===== src/rtl/ir_stream_tx_pkg.sv =====
// ---------------------------------------------------------------------------
// ir_stream_tx_pkg
// Shared definitions for the instruction-load transmit link.
//   TX_DATA_WIDTH : instruction / bus word width
//   tx_state_t    : 3-bit FSM state encoding, TX_IDLE..TX_FIN
//   cnt_width()   : counter width able to hold values 0..n-1 (at least 1 bit)
// ---------------------------------------------------------------------------
package ir_stream_tx_pkg;

    localparam int TX_DATA_WIDTH = 16;

    typedef enum logic [2:0] {
        TX_IDLE = 3'd0,
        TX_INIT = 3'd1,
        TX_HOLD = 3'd2,
        TX_SEP  = 3'd3,
        TX_UNDR = 3'd4,
        TX_FIN  = 3'd5
    } tx_state_t;

    function automatic int cnt_width(input int n);
        return ($clog2(n) < 1) ? 1 : $clog2(n);
    endfunction

endpackage


===== src/rtl/ir_stream_tx_fifo.sv =====
// ---------------------------------------------------------------------------
// ir_tx_fifo
// Synchronous FIFO buffering {last, word} entries for the transmitter.
//   clk, rst_n : clock, synchronous active-low reset (empties the FIFO)
//   push, din  : write din when push is high and the FIFO is not full
//   pop, dout  : dout is the head entry (show-ahead); pop advances it
//   full/empty : occupancy flags derived from the read/write pointers
// Pointers carry one extra bit so full and empty can be told apart when
// the address bits are equal.
// ---------------------------------------------------------------------------
module ir_tx_fifo #(
    parameter int WIDTH = 17,
    parameter int DEPTH = 4
) (
    input  logic             clk,
    input  logic             rst_n,
    input  logic             push,
    input  logic             pop,
    input  logic [WIDTH-1:0] din,
    output logic [WIDTH-1:0] dout,
    output logic             full,
    output logic             empty
);

    localparam int AW = $clog2(DEPTH);

    logic [AW:0]      r_wr_ptr;
    logic [AW:0]      r_rd_ptr;
    logic [WIDTH-1:0] r_mem [DEPTH];

    logic w_do_push;
    logic w_do_pop;

    assign w_do_push = push && !full;
    assign w_do_pop  = pop && !empty;

    assign empty = (r_wr_ptr == r_rd_ptr);
    assign full  = (r_wr_ptr[AW] != r_rd_ptr[AW]) &&
                   (r_wr_ptr[AW-1:0] == r_rd_ptr[AW-1:0]);
    assign dout  = r_mem[r_rd_ptr[AW-1:0]];

    always_ff @(posedge clk) begin
        if (!rst_n) begin
            r_wr_ptr <= '0;
            r_rd_ptr <= '0;
        end else begin
            if (w_do_push) r_wr_ptr <= r_wr_ptr + 1'b1;
            if (w_do_pop)  r_rd_ptr <= r_rd_ptr + 1'b1;
        end
    end

    // Storage needs no reset: entries are only visible once written.
    always_ff @(posedge clk) begin
        if (w_do_push) r_mem[r_wr_ptr[AW-1:0]] <= din;
    end

endmodule


===== src/rtl/ir_stream_tx.sv =====
// ---------------------------------------------------------------------------
// ir_stream_tx
// Transmit side of the instruction-load link. Buffers instruction words and
// drives them to the decoder so its two-stage capture (l1 == l2) loads each
// word exactly once, while nothing else on the bus is ever stable.
//   clk, rst_n      : clock, synchronous active-low reset
//   s_valid, s_ready: input stream handshake
//   s_data, s_last  : instruction word and end-of-burst marker
//   init_out        : decoder init_signal (high from INIT until FIN)
//   data_out        : decoder data_in, registered
//   busy            : high in every state except IDLE
//   done            : one-clock pulse in FIN after the last word's hold
//   dbg_state       : current FSM state
//
// Handshake: a word transfers on every rising clk edge where s_valid and
// s_ready are both high. s_ready is !fifo_full and depends only on
// registered state. A source seeing s_ready low must keep s_valid and the
// payload stable until the transfer happens.
// ---------------------------------------------------------------------------
module ir_stream_tx
    import ir_stream_tx_pkg::*;
#(
    parameter int DATA_WIDTH  = TX_DATA_WIDTH,
    parameter int HOLD_CYCLES = 3,
    parameter int INIT_CYCLES = 2,
    parameter int FIFO_DEPTH  = 4
) (
    input  logic                  clk,
    input  logic                  rst_n,
    input  logic                  s_valid,
    output logic                  s_ready,
    input  logic [DATA_WIDTH-1:0] s_data,
    input  logic                  s_last,
    output logic                  init_out,
    output logic [DATA_WIDTH-1:0] data_out,
    output logic                  busy,
    output logic                  done,
    output tx_state_t             dbg_state
);

    localparam int CNT_W = cnt_width((HOLD_CYCLES > INIT_CYCLES) ? HOLD_CYCLES : INIT_CYCLES);
    localparam logic [CNT_W-1:0] INIT_LOAD = CNT_W'(INIT_CYCLES - 1);
    localparam logic [CNT_W-1:0] HOLD_LOAD = CNT_W'(HOLD_CYCLES - 1);

    tx_state_t             r_state;
    logic [CNT_W-1:0]      r_cnt;
    logic [DATA_WIDTH-1:0] r_word;
    logic                  r_last;
    logic                  r_init;
    logic [DATA_WIDTH-1:0] r_data;
    logic                  r_busy;
    logic                  r_done;

    logic                  w_push;
    logic                  w_pop;
    logic                  w_full;
    logic                  w_empty;
    logic [DATA_WIDTH:0]   w_dout;

    assign w_push = s_valid && !w_full;

    // The FSM takes the head word at the end of INIT, at the end of every
    // separator, and on the first underrun clock with data available.
    assign w_pop = !w_empty &&
                   (((r_state == TX_INIT) && (r_cnt == '0)) ||
                    (r_state == TX_SEP) ||
                    (r_state == TX_UNDR));

    ir_tx_fifo #(
        .WIDTH (DATA_WIDTH + 1),
        .DEPTH (FIFO_DEPTH)
    ) u_fifo (
        .clk   (clk),
        .rst_n (rst_n),
        .push  (w_push),
        .pop   (w_pop),
        .din   ({s_last, s_data}),
        .dout  (w_dout),
        .full  (w_full),
        .empty (w_empty)
    );

    always_ff @(posedge clk) begin
        if (!rst_n) begin
            r_state <= TX_IDLE;
            r_cnt   <= '0;
            r_word  <= '0;
            r_last  <= 1'b0;
            r_init  <= 1'b0;
            r_data  <= '0;
            r_busy  <= 1'b0;
            r_done  <= 1'b0;
        end else begin
            r_done <= 1'b0;
            case (r_state)
                TX_IDLE: begin
                    if (!w_empty) begin
                        r_state <= TX_INIT;
                        r_cnt   <= INIT_LOAD;
                        r_init  <= 1'b1;
                        r_data  <= '0;
                        r_busy  <= 1'b1;
                    end
                end
                TX_INIT: begin
                    if (r_cnt != '0) begin
                        r_cnt <= r_cnt - 1'b1;
                    end else if (w_pop) begin
                        r_state <= TX_HOLD;
                        r_cnt   <= HOLD_LOAD;
                        r_word  <= w_dout[DATA_WIDTH-1:0];
                        r_last  <= w_dout[DATA_WIDTH];
                        r_data  <= w_dout[DATA_WIDTH-1:0];
                    end
                end
                TX_HOLD: begin
                    if (r_cnt != '0) begin
                        r_cnt <= r_cnt - 1'b1;
                    end else if (r_last) begin
                        r_state <= TX_FIN;
                        r_init  <= 1'b0;
                        r_data  <= '0;
                        r_done  <= 1'b1;
                    end else begin
                        // Inverted word breaks l1 == l2 even for repeated words.
                        r_state <= TX_SEP;
                        r_data  <= ~r_word;
                    end
                end
                TX_SEP: begin
                    if (w_pop) begin
                        r_state <= TX_HOLD;
                        r_cnt   <= HOLD_LOAD;
                        r_word  <= w_dout[DATA_WIDTH-1:0];
                        r_last  <= w_dout[DATA_WIDTH];
                        r_data  <= w_dout[DATA_WIDTH-1:0];
                    end else begin
                        // SEP drove ~w, so the underrun toggle starts on w.
                        r_state <= TX_UNDR;
                        r_data  <= r_word;
                    end
                end
                TX_UNDR: begin
                    if (w_pop) begin
                        r_state <= TX_HOLD;
                        r_cnt   <= HOLD_LOAD;
                        r_word  <= w_dout[DATA_WIDTH-1:0];
                        r_last  <= w_dout[DATA_WIDTH];
                        r_data  <= w_dout[DATA_WIDTH-1:0];
                    end else begin
                        r_data <= ~r_data;
                    end
                end
                TX_FIN: begin
                    r_state <= TX_IDLE;
                    r_busy  <= 1'b0;
                end
                default: begin
                    r_state <= TX_IDLE;
                    r_init  <= 1'b0;
                    r_data  <= '0;
                    r_busy  <= 1'b0;
                end
            endcase
        end
    end

    assign s_ready   = !w_full;
    assign init_out  = r_init;
    assign data_out  = r_data;
    assign busy      = r_busy;
    assign done      = r_done;
    assign dbg_state = r_state;

endmodule


===== config.mk =====
export PLATFORM = sky130hd
export DESIGN_NAME = ir_stream_tx
export DESIGN_NICKNAME = d
export VERILOG_FILES = /design/src/rtl/ir_stream_tx_pkg.sv /design/src/rtl/ir_stream_tx_fifo.sv /design/src/rtl/ir_stream_tx.sv
export SDC_FILE = /design/constraint.sdc
export NUM_CORES = 1
export LEC_CHECK = 0
export ABC_AREA = 1
export ABC_CLOCK_PERIOD_IN_PS = 3200
export CAP_MARGIN = 20
export CORE_MARGIN = 2
export CORE_UTILIZATION = 41
export DETAILED_ROUTE_END_ITERATION = 10
export PLACE_DENSITY_LB_ADDON = 0.3
export SYNTH_ARGS = -nofsm -noshare
export SYNTH_HDL_FRONTEND = slang
export SYNTH_SLANG_ARGS = --single-unit

===== constraint.sdc =====
create_clock -name clk -period 3.2 [get_ports clk]
set_input_delay 0.96 -clock clk [delete_from_list [all_inputs] [get_ports clk]]
set_output_delay 0.96 -clock clk [all_outputs]
set_load 0.01 [all_outputs]

==> run metrics <==
PortBufs=42; CP cell instances=inv_2 > nand2_1 > nand2_1 > nand4_1 > clkdlybuf4s50_1; Wirelength per Cell=14.68 microns; I/O Pins=43; Layout Skew=0.01585 ns; die area=13460 sq um; vias in the first global route=3792; cell area after placement=5737 sq um; largest net degree at the start of global routing=37; hold path depth=2; gr usage total=17.89%; post-synth cell types=34; Seq cells post-synth=117; # rows=40; Sink Count=117; Slew headroom=48.76%; commonest cells after routing, fill and taps aside=nand2_1, o21ai_0, edfxtp_1; Synth Area in Simple Gates=16.29%; Crit Path Category=flop to primary output; postcts setup bufs=0; Synth Area in XOR/XNOR=0%; R2R depth=9; setup TNS=0 ns; hold_buf cts=0; CTS resizes=0; antenna cells=0; Gate Count Post-Synth=546; status=finished clean; share of layout cells above drive strength 1=13.22%; Avg Cell Area, Syn=9.423 sq um; chip height=116.0 microns; Worst-Skew Late Latency=0.41 ns; main combinational cell family by area after synthesis=compound AO/OA/AOI/OAI gates; PwrDens=966.6 nW/um^2; GRT overflow=0; crit start category=flop; Slowest-stage cell, CP=clkdlybuf4s50_1; mux cell area share after synthesis=0%; final hold violation count=0; pins over their slew limit=0; area added between synthesis and finish=22.81%; Detail Route Antenna Nets=0; Post-Synth Adder-Cell Area=1.702%; post-synth net total=573; Static Leak=2.336 nW; sequential area share after synthesis=58.75%; CP Buf/Inv Count=2; Detailed Route WL=11350 microns; core area=12110 sq um; number of DRC markers in iteration 0=448; CTS root buf=clkbuf_16; Final setup viols=0; Die W=116.0 microns; initial core utilization=42.48%; Clock Pin Slew Worst Setup and Hold Paths=0.06 ns; Worst Hold Class=flop to flop; Arr. time, crit path=1.64 ns; post-synthesis compound-gate area fraction=18.51%; slowest stage delay, CP=0.54 ns; Req. time, crit path=2.24 ns; initial antenna violation count=0; GP Congestion=0.7861; Post-Syn Area=5145 sq um; hpwl dp=7199 microns; Post-Layout Inst Area=6319 sq um; buffer depth of the longest clock path=2; DRT Pass-1 Iters=7; DRC Markers=0; Peak VDD IR=437.9 uV; Final Cycle Share=81.34%; Num CTS Buffers=17; RSZ-0062 raised after global routing=false; Final #Nets=619; maximum clock frequency=0.3842 GHz; max_cap viols=0; Worst Setup End Kind=primary output; routed vias=3995; crit path max fanout=5; CTS tree=done; first-pass GRT wire length=18560 microns; Via density=5.168; H-tree depth=4; most common cell after layout, fill and taps aside=nand2_1; CP delay by family, top=buffers and inverters; Tmin final=2.603 ns; Crit path top cell by count=nand2_1; Yosys warning total=0; slew of the pin with the lowest slew margin=0.7663 ns; CP Depth=5
[path summary, 6_finish.rpt]
| check | from | to | slack [ns] |
|---|---|---|---|
| worst max register to register | dbg_state[0] | data_out[11] | 0.97 |
| worst max-delay path | u_fifo.r_wr_ptr[0] | s_ready | 0.60 |
| worst min register to register | init_out | init_out | 0.47 |
| worst min-delay path | init_out | init_out | 0.47 |
[report_power, final]
part	leakage [nW]	internal [mW]	switching, mW	total, mW
Combinational	1.03	0.819	1.38	2.20
Sequential	1.03	1.88	0.201	2.08
Clock	0.281	1.04	0.782	1.82
Total	2.34	3.74	2.37	6.11
[synthesized netlist by cell type]
master / number / area [sq um]
a211oi_1: 6 / 45.04
a21oi_1: 45 / 225.2
a21oi_2: 11 / 96.34
a22oi_1: 1 / 7.510
a31oi_1: 1 / 6.260
and3_1: 1 / 6.260
buf_1: 2 / 7.510
buf_2: 9 / 45.04
buf_6: 1 / 11.26
clkbuf_1: 12 / 45.04
clkbuf_2: 1 / 5.000
clkinv_1: 2 / 7.510
dfxtp_1: 49 / 980.9
edfxtp_1: 68 / 2042
ha_1: 7 / 87.58
inv_1: 23 / 86.33
inv_2: 8 / 30.03
inv_4: 1 / 6.260
nand2_1: 99 / 371.6
nand2_2: 6 / 37.54
nand2_4: 1 / 11.26
nand3_1: 19 / 95.09
nand3_2: 1 / 10.01
nand4_1: 1 / 6.260
nor2_1: 61 / 229.0
nor2_2: 5 / 31.28
nor2_4: 3 / 33.78
nor4_1: 1 / 6.260
o211ai_2: 1 / 12.51
o21ai_0: 73 / 365.4
o21ai_1: 10 / 50.05
o21ai_2: 1 / 8.760
o22a_1: 14 / 122.6
o22ai_1: 2 / 12.51
[layer usage]
layer / wire (microns) / up-vias / part of all wire (%) / global-route usage (%)
li1: - / 1993 / - / -
met1: 5344 / 1885 / 47 / 24.18
met2: 5294 / 105 / 47 / 28.34
met3: 608 / 12 / 5.4 / 4.655
met4: 99 / 0 / 0.87 / 5.635
met5: 0 / - / 0 / 0
[kinds of logic (layout without fill, tap and decap cells)]
family,after synthesis,count (layout)
AOI/OAI and AO/OA,165,165
DFF,117,117
buffers and inverters,59,118
adders and majority gates,7,7
and+or+nand+nor,198,198
[layout make-up]
| class | count | area, sq um |
|---|---|---|
| fill | 1149 | 5793 |
| sequential | 117 | 3023 |
| multi-input combinational | 370 | 1878 |
| timing repair buffer | 52 | 495.5 |
| clock buffer | 17 | 425.4 |
| tap | 168 | 210.2 |
| clock inverter | 15 | 156.4 |
| inverter | 34 | 130.1 |
[metrics by stage]
step	util [%]	cells	setup WS, ns	hold WS, ns	total power [mW]
6_report	52.17	773	0.5971	0.4686	6.107
5_1_grt	52.17	773	0.4999	0.4815	6.524
4_1_cts	52.17	773	0.5816	0.4693	6.134
3_5_place_dp	47.37	741	0.8193	0.4594	4.304
3_3_place_gp	47.37	741	0.8362	0.4522	4.251
2_1_floorplan	-	546	0.9169	0.4448	3.603
[worst min-delay path, cell delays in order (launching register included)]
cell and delay [ns]:
dfxtp_1 0.31, nand2_1 0.06, a21oi_1 0.05
[state kept, by name, summed over array words and instances (netlist names), named ones only]
signal and count:
u_fifo.r_mem 68, data_out 16, r_word 16, dbg_state 3, u_fifo.r_rd_ptr 3, u_fifo.r_wr_ptr 3, r_cnt 2, busy 1
done 1, init_out 1, r_last 1
Note: power is estimated with default switching activity, not from simulation.
